===== config.mk =====
export PLATFORM = sky130hd
export DESIGN_NAME = req_arbiter_4
export DESIGN_NICKNAME = d
export VERILOG_FILES = /design/src/rtl/req_arbiter_4.sv
export SDC_FILE = /design/constraint.sdc
export NUM_CORES = 1
export LEC_CHECK = 0
export ABC_AREA = 1
export BUFFER_PORTS_ARGS = -buffer_cell sky130_fd_sc_hd__buf_4
export CORE_MARGIN = 10
export CORE_UTILIZATION = 57
export CTS_CLUSTER_DIAMETER = 200
export DETAILED_ROUTE_END_ITERATION = 12
export PLACE_DENSITY = 0.75
export SLEW_MARGIN = 20
export SYNTH_ARGS = -nofsm -noshare
export SYNTH_HDL_FRONTEND = slang
export SYNTH_SLANG_ARGS = --single-unit

===== constraint.sdc =====
create_clock -name clk -period 3.5 [get_ports clk]
set_clock_uncertainty 0.05 [all_clocks]
set_input_delay 0 -clock clk [delete_from_list [all_inputs] [get_ports clk]]
set_output_delay 0 -clock clk [all_outputs]
set_load 0.02 [all_outputs]

===== src/rtl/req_arbiter_4.sv =====
// req_arbiter_4: four-requester arbiter for one shared resource.
// Fixed (3 > 2 > 1 > 0) or round-robin priority is chosen at each idle
// arbitration. The owner keeps the grant until it drops its request or
// until it has held the grant for MAX_HOLD cycles. A preempted owner is
// masked for the following arbitration unless it is the only requester.
module req_arbiter_4 #(
    parameter int unsigned MAX_HOLD = 16
) (
    input  logic       clk,
    input  logic       rst,
    input  logic [3:0] req,
    input  logic       mode,
    output logic [3:0] gnt,
    output logic [1:0] gnt_id,
    output logic       gnt_valid,
    output logic       timeout
);

    typedef enum logic {
        IDLE = 1'b0,
        BUSY = 1'b1
    } state_t;

    localparam logic [7:0] MAX_HOLD_C = 8'(MAX_HOLD);

    state_t     state_q;
    logic [3:0] gnt_q;
    logic [1:0] gnt_id_q;
    logic       timeout_q;
    logic [1:0] last_q;
    logic [3:0] mask_q;
    logic [7:0] hold_q;

    logic [3:0] eff_req_d;
    logic [1:0] base_d;
    logic [1:0] win_d;
    logic       win_found_d;
    logic [1:0] idx_d;

    // Winner selection: apply the penalty mask unless the masked requester
    // is alone, then scan downward cyclically from the start index. Fixed
    // priority is the round-robin scan with a start index of 3.
    always_comb begin
        eff_req_d   = req;
        win_d       = 2'd0;
        win_found_d = 1'b0;
        idx_d       = 2'd0;
        if ((req & ~mask_q) != 4'b0000) begin
            eff_req_d = req & ~mask_q;
        end
        base_d = mode ? (last_q - 2'd1) : 2'd3;
        for (int unsigned k = 0; k < 4; k++) begin
            idx_d = base_d - k[1:0];
            if (!win_found_d && eff_req_d[idx_d]) begin
                win_d       = idx_d;
                win_found_d = 1'b1;
            end
        end
    end

    // Grant state machine with registered outputs.
    always_ff @(posedge clk or posedge rst) begin
        if (rst) begin
            state_q   <= IDLE;
            gnt_q     <= '0;
            gnt_id_q  <= '0;
            timeout_q <= 1'b0;
            last_q    <= '0;
            mask_q    <= '0;
            hold_q    <= '0;
        end else begin
            timeout_q <= 1'b0;
            case (state_q)
                IDLE: begin
                    // The mask only ever covers one arbitration, granted or not.
                    mask_q <= '0;
                    if (req != 4'b0000) begin
                        gnt_q    <= 4'b0001 << win_d;
                        gnt_id_q <= win_d;
                        last_q   <= win_d;
                        hold_q   <= 8'd1;
                        state_q  <= BUSY;
                    end
                end
                BUSY: begin
                    if (!req[gnt_id_q]) begin
                        gnt_q    <= '0;
                        gnt_id_q <= '0;
                        state_q  <= IDLE;
                    end else if (hold_q == MAX_HOLD_C) begin
                        gnt_q     <= '0;
                        gnt_id_q  <= '0;
                        timeout_q <= 1'b1;
                        mask_q    <= gnt_q;
                        state_q   <= IDLE;
                    end else begin
                        hold_q <= hold_q + 8'd1;
                    end
                end
                default: begin
                    state_q <= IDLE;
                    gnt_q   <= '0;
                end
            endcase
        end
    end

    assign gnt       = gnt_q;
    assign gnt_id    = gnt_id_q;
    assign gnt_valid = |gnt_q;
    assign timeout   = timeout_q;

endmodule


==> flow_metrics.tcl, run 1 <==
set metrics [dict create \
    reg2reg_to "gnt_id[0]" \
    initial_core_util 0.6046 \
    ant_nets 0 \
    finalCritPeriodShare 0.5776 \
    worstHoldPathType "in2reg" \
    synthesis.instances 211 \
    p_comb_frac 0.579 \
    cts.sinks 22 \
    syn_area_per_cell_um2 7.163 \
    via_count 1427 \
    die_w_um 71.50 \
    hold_violations 0 \
    ys_ff_latch 22 \
    antenna_found_initial 0 \
    fin_ws_ns 1.479 \
    root_buffer "clkbuf_4" \
    clock_power_share 0.114 \
    place_inst 254 \
    p_seq_frac 0.307 \
    wirelength_um 3342 \
    hold_ws_ns 0.1259 \
    slew_violations 0 \
    reg2regPathDepth 10 \
    outcome "completed" \
    cts_tree "done" \
    critical_path.cell_chain "nand2_1, inv_1, nand3_1, nand3_1, nand2_1, nand3_1, nand2_1, nand3_2, nand2_1, o21ai_1" \
    worst_pin_slew_ns 0.8171 \
    vias_per_cell 5.510 \
    grt_max_degree 23 \
    worst_setup_path_start_kind "flop" \
    cts_made_buffers 3 \
    irDropWorstVdd_mv 0.4854 \
    die_h_um 71.50 \
    p_leak_nw 0.8948 \
    dp_hpwl_um 2715 \
    cp_data_required_time_ns 3.66 \
    worst-path-buf-inv 1 \
    syn_area_um2 1511 \
    fin_tns_setup_ns 0 \
    hold_buffers 1 \
    grt-busiest-layer "met2" \
    crit_family "simple AND/OR/NAND/NOR gates" \
    rrSetupSlack_ns 1.48 \
    port_buffers 14 \
    max_freq_mhz 494.7 \
    syn-num-nets 220 \
    min_to "gnt[0]" \
    drive_above_1_share 0.2140 \
    p_int_mw 0.6172 \
    grt_remaining_overflow 0 \
    total_power_mw 1.204 \
    dpl-instance-area_um2 1649 \
    critical-path-max-stage-delay_ns 0.41 \
    insertion_delay_ns 0.31 \
    grt_pass1_wl_um 5989 \
    holdPathStages 6 \
    cts_resized 0 \
    rsz0062_at_grt "no" \
    area_delta_synth_final_pct 12.17 \
    yosysWarnings 0 \
    num_antenna_cells 0 \
    ys_top_cells_by_area "dfrtp_1 36%, nand2_1 12%, nand3_1 9.6%, inv_1 7.9%, nand2_2 6.2%" \
    worstHoldStart "req[3]" \
    drcViolationCount 0 \
    avgRoutedWirePerCell_um 12.90 \
    arrival_ns 2.18 \
    ys_seq_area_frac 0.3642 \
    coreArea_um2 2500 \
    powerDensity_nw_per_um2 710.2 \
    grtUsageTotal 0.1375 \
    grt_pass1_vias 1411 \
    swShare 0.4874 \
    setup_viol 0 \
    critical_path.most_common_cell "nand2_1" \
    grt_use_met1 0.1557 \
    path_class "reg2reg" \
    yosysTopAreaCell "dfrtp_1" \
    ys_types 27 \
    pre_cts_ws_ns 1.495 \
    nets 239 \
    stdcell_count 259 \
    gr-usage-met3 0.02479 \
    die-area_um2 5112 \
    dr.first_iter.drc_count 142 \
    utilization 0.6782 \
    design_area_um2 1695 \
    period_minus_slack_ns 2.022 \
    synth_top_area_share 0.3642 \
    cap_violations 0 \
    endpoint_kind "flop" \
    row_count 18 \
    relSlewSlack 0.4547 \
    postCtsSetupRepairBufs 0 \
    cp_slowest_cell "dfrtp_1" \
    critPathMaxFanout 12 \
    switchingPower_mw 0.5869 \
    r2r_start "last_q[0]" \
    cts.path.max_buffers 2 \
    clk_pin_slew_ns 0.12 \
    drt_pre_antenna_iters 4 \
    htree_levels 1 \
    use_met2 0.2529 \
    ios 15 \
    finalWeightedCongestion 0.8636 \
]
[area by class of cell]
cell class | count | area (um^2)
Inverter | 34 | 127.6
Sequential cell | 22 | 550.5
Clock buffer | 4 | 36.28
Multi-Input combinational cell | 154 | 828.3
Timing Repair Buffer | 15 | 115.1
Tap cell | 30 | 37.54
Fill cell | 216 | 804.5
[synth_stat cells]
| cell | number |
|---|---|
| nand2_4 | 3 |
| a21boi_2 | 1 |
| ha_1 | 2 |
| o21ai_1 | 4 |
| a21boi_1 | 1 |
| nor2_8 | 1 |
| inv_2 | 1 |
| o21bai_2 | 1 |
| nor2_2 | 2 |
| inv_1 | 32 |
| nand2_1 | 49 |
| nor3_2 | 1 |
| dfrtp_1 | 22 |
| nand2_2 | 15 |
| nor3_1 | 1 |
| xor2_1 | 1 |
| clkinv_1 | 1 |
| o22ai_1 | 4 |
| buf_2 | 1 |
| a21oi_1 | 6 |
| nor4_1 | 1 |
| o21ai_0 | 6 |
| nand3_1 | 29 |
| nand4_1 | 4 |
| nor3b_1 | 1 |
| nor2_1 | 15 |
| nand3_2 | 6 |
[cell usage in the layout, fill, tap and decap left out, drive strengths merged]
| cell | n |
|---|---|
| nor3b | 1 |
| inv | 33 |
| dlygate4sd3 | 1 |
| o21bai | 1 |
| nor4 | 1 |
| ha | 2 |
| clkbuf | 4 |
| dfrtp | 22 |
| o22ai | 4 |
| nand2 | 67 |
| nor2 | 18 |
| buf | 14 |
| nor3 | 2 |
| clkinv | 1 |
| a21oi | 6 |
| nand3 | 35 |
| xor2 | 1 |
| a21boi | 2 |
| o21ai | 10 |
| nand4 | 4 |
[power by group through the flow]
stage,combinational (mW),clock [mW],sequential (mW)
finish,0.697,0.137,0.370
global route,0.792,0.149,0.377
CTS,0.700,0.141,0.368
detailed placement,0.699,0,0.373
global placement,0.681,0,0.369
floorplan,0.486,0,0.396
[cells by family (layout without fill, tap and decap cells)]
family,after synthesis,in the layout,synth area share
compound gates,23,23,0.08940
xor+xnor,1,1,0.005796
fa+ha+maj,2,2,0.01655
buf+inv,35,53,0.08774
flops,22,22,0.3642
simple gates,128,128,0.4363
[worst register-to-register path, stage by stage (launching register included)]
cell,delay (ns)
dfrtp_1,0.41
nand2_1,0.35
inv_1,0.25
nand3_1,0.16
nand3_1,0.08
nand2_1,0.13
nand3_1,0.09
nand2_1,0.12
nand3_2,0.12
nand2_1,0.11
o21ai_1,0.07
[worst max-delay path by stage]
stage,start,endpoint,slack [ns],cells after the start
floorplan,hold_q[0],hold_q[7],1.79,13
global placement,last_q[0],gnt_id[0],1.55,10
detailed placement,last_q[0],gnt_id[0],1.50,10
CTS,last_q[0],gnt_id[0],1.49,10
global route,hold_q[0],hold_q[7],1.22,13
finish,last_q[0],gnt_id[0],1.48,10
[flip-flops by register name, indices dropped and copies added, names as in the netlist]
| signal | flops |
|---|---|
| gnt_id | 2 |
| last_q | 2 |
| state_q | 1 |
| mask_q | 4 |
| hold_q | 8 |
| gnt | 4 |
| timeout | 1 |
[layer usage]
metal  share of wire  wire, um
met3           0.041       137
met1            0.42      1398
met4          0.0042        14
met5               0         0
met2            0.54      1792
No activity file was read; power rests on OpenSTA's default activity.
==> run 2, diff against run 1 <==
==> constraint.sdc (replaced) <==
create_clock -name clk -period 1.95 [get_ports clk]
set_clock_uncertainty 0.05 [all_clocks]
set_input_delay 0 -clock clk [delete_from_list [all_inputs] [get_ports clk]]
set_output_delay 0 -clock clk [all_outputs]
set_load 0.02 [all_outputs]
==> flow_metrics.tcl, run 2 (same netlist as run 1, synthesis figures left out) <==
set metrics [dict create \
    path_class "reg2reg" \
    via_count 1465 \
    cap_violations 0 \
    cts_tree "done" \
    die_h_um 71.50 \
    irDropWorstVdd_mv 1.000 \
    drcViolationCount 0 \
    max_freq_mhz 541.3 \
    root_buffer "clkbuf_4" \
    grtUsageTotal 0.1488 \
    relSlewSlack 0.4440 \
    area_delta_synth_final_pct 23.68 \
    mostFrequentLayoutCell "nand2_1" \
    cp_data_required_time_ns 2.11 \
    slew_violations 0 \
    ant_nets 0 \
    arrival_ns 2.01 \
    grt_pass1_vias 1453 \
    p_comb_frac 0.622 \
    top_register "hold_q" \
    initial_core_util 0.6046 \
    drive_above_1_share 0.3532 \
    rsz0062_at_grt "yes" \
    p_seq_frac 0.274 \
    grt_pass1_wl_um 6451 \
    dp_hpwl_um 2898 \
    vias_per_cell 5.528 \
    cts.sinks 22 \
    nets 245 \
    clock_power_share 0.105 \
    critPathMaxFanout 4 \
    finalWeightedCongestion 0.9596 \
    setup_viol 0 \
    cts.path.max_buffers 2 \
    insertion_delay_ns 0.31 \
    clk_pin_slew_ns 0.12 \
    grt_max_degree 23 \
    switchingPower_mw 1.188 \
    outcome "completed" \
    ios 15 \
    num_antenna_cells 0 \
    fillCellCount 191 \
    row_count 18 \
    endpoint_kind "flop" \
    drt_pre_antenna_iters 5 \
    p_leak_nw 0.9578 \
    avgRoutedWirePerCell_um 14.24 \
    place_inst 256 \
    die-area_um2 5112 \
    antenna_found_initial 0 \
    worst_pin_slew_ns 0.8330 \
    largest_reg_flops 8 \
    p_int_mw 1.228 \
    grt_remaining_overflow 0 \
    finalCritPeriodShare 0.9474 \
    powerDensity_nw_per_um2 1292 \
    port_buffers 14 \
    stdcell_count 265 \
    die_w_um 71.50 \
    cts_made_buffers 3 \
    coreArea_um2 2500 \
    dr.first_iter.drc_count 105 \
    layout_common_cells "43 x nand2_1, 24 x inv_1, 24 x nand3_1, 22 x dfrtp_1, 20 x buf_4" \
    worst_setup_path_start_kind "flop" \
    hold_ws_ns 0.1266 \
    htree_levels 1 \
    hold_violations 0 \
    period_minus_slack_ns 1.847 \
    wirelength_um 3773 \
    swShare 0.4918 \
    worstHoldPathType "in2reg" \
]
==> run 2: changes by cell type in the layout (fill, tap and decap cells not counted), sizes merged <==
cell    previous run  this run
buf               14        20
clkinv             1         0
inv               33        34
==> run 2: layout make-up <==
| type | count | area [um^2] | share of cell area |
|---|---|---|---|
| Multi-Input combinational cell | 154 | 954.7 | 0.5107 |
| Sequential cell | 22 | 550.5 | 0.2945 |
| Timing Repair Buffer | 21 | 160.2 | 0.08568 |
| Inverter | 34 | 130.1 | 0.06961 |
| Tap cell | 30 | 37.54 | 0.02008 |
| Clock buffer | 4 | 36.28 | 0.01941 |
==> run 2: critical path, cell delays in order (launching register included) <==
cell and delay, ns:
dfrtp_1 0.43, inv_2 0.09, ha_4 0.13, nand3_2 0.08
nor2_2 0.11, nor2_1 0.07, nand2_2 0.11, inv_4 0.06
nor2_4 0.17, inv_2 0.06, nand4_1 0.13, nor2_2 0.07
a21oi_1 0.13, nor2_1 0.06
==> run 2: metrics by stage <==
step	cell area [um^2]	setup WS, ns	power [mW]	util	TNS [ns]
floorplan	1511	0.2395	1.583	-	0
global placement	1664	0.1620	1.901	0.6657	0
detailed placement	1664	-0.03775	1.957	0.6657	-0.03775
CTS	1717	0.01386	2.224	0.6867	0
global route	1869	-0.09373	2.653	0.7477	-0.1486
finish	1869	0.1026	2.416	0.7477	0
==> run 2: worst paths after layout <==
path / from / end / slack [ns] / cells past startpoint
hold / removal: mode / gnt[0] / 0.13 / 6
max in group asynchronous: rst / last_q[1] / 0.99 / 3
setup reg to reg: hold_q[0] / hold_q[7] / 0.10 / 13
setup / recovery: hold_q[0] / hold_q[7] / 0.10 / 13
hold reg to reg: gnt[0] / gnt[0] / 0.49 / 2
min in group asynchronous: rst / gnt[1] / 0.34 / 3
==> run 2: routing by layer <==
layer  global-route usage  wire (um)
met1               0.1794       1605
met2               0.2539       1984
met3              0.02617        120
met4              0.06022         63
met5                    0          0
==> run 2: power groups by stage <==
stage | clock [mW] | sequential (mW) | combinational, mW
floorplan | 0 | 0.711 | 0.872
global placement | 0 | 0.658 | 1.24
detailed placement | 0 | 0.665 | 1.29
CTS | 0.252 | 0.656 | 1.32
global route | 0.284 | 0.678 | 1.69
finish | 0.253 | 0.661 | 1.50
==> run 2: what timing repair did <==
| action | in CTS | in global routing |
|---|---|---|
| buffers inserted | 0 | 4 |
| resized for setup | 2 | 38 |
| hold buffers | 1 | 0 |
| pin swaps | 0 | 6 |
| setup endpoints to repair | 1 | 12 |
| endpoints found under the hold margin | 22 | 0 |
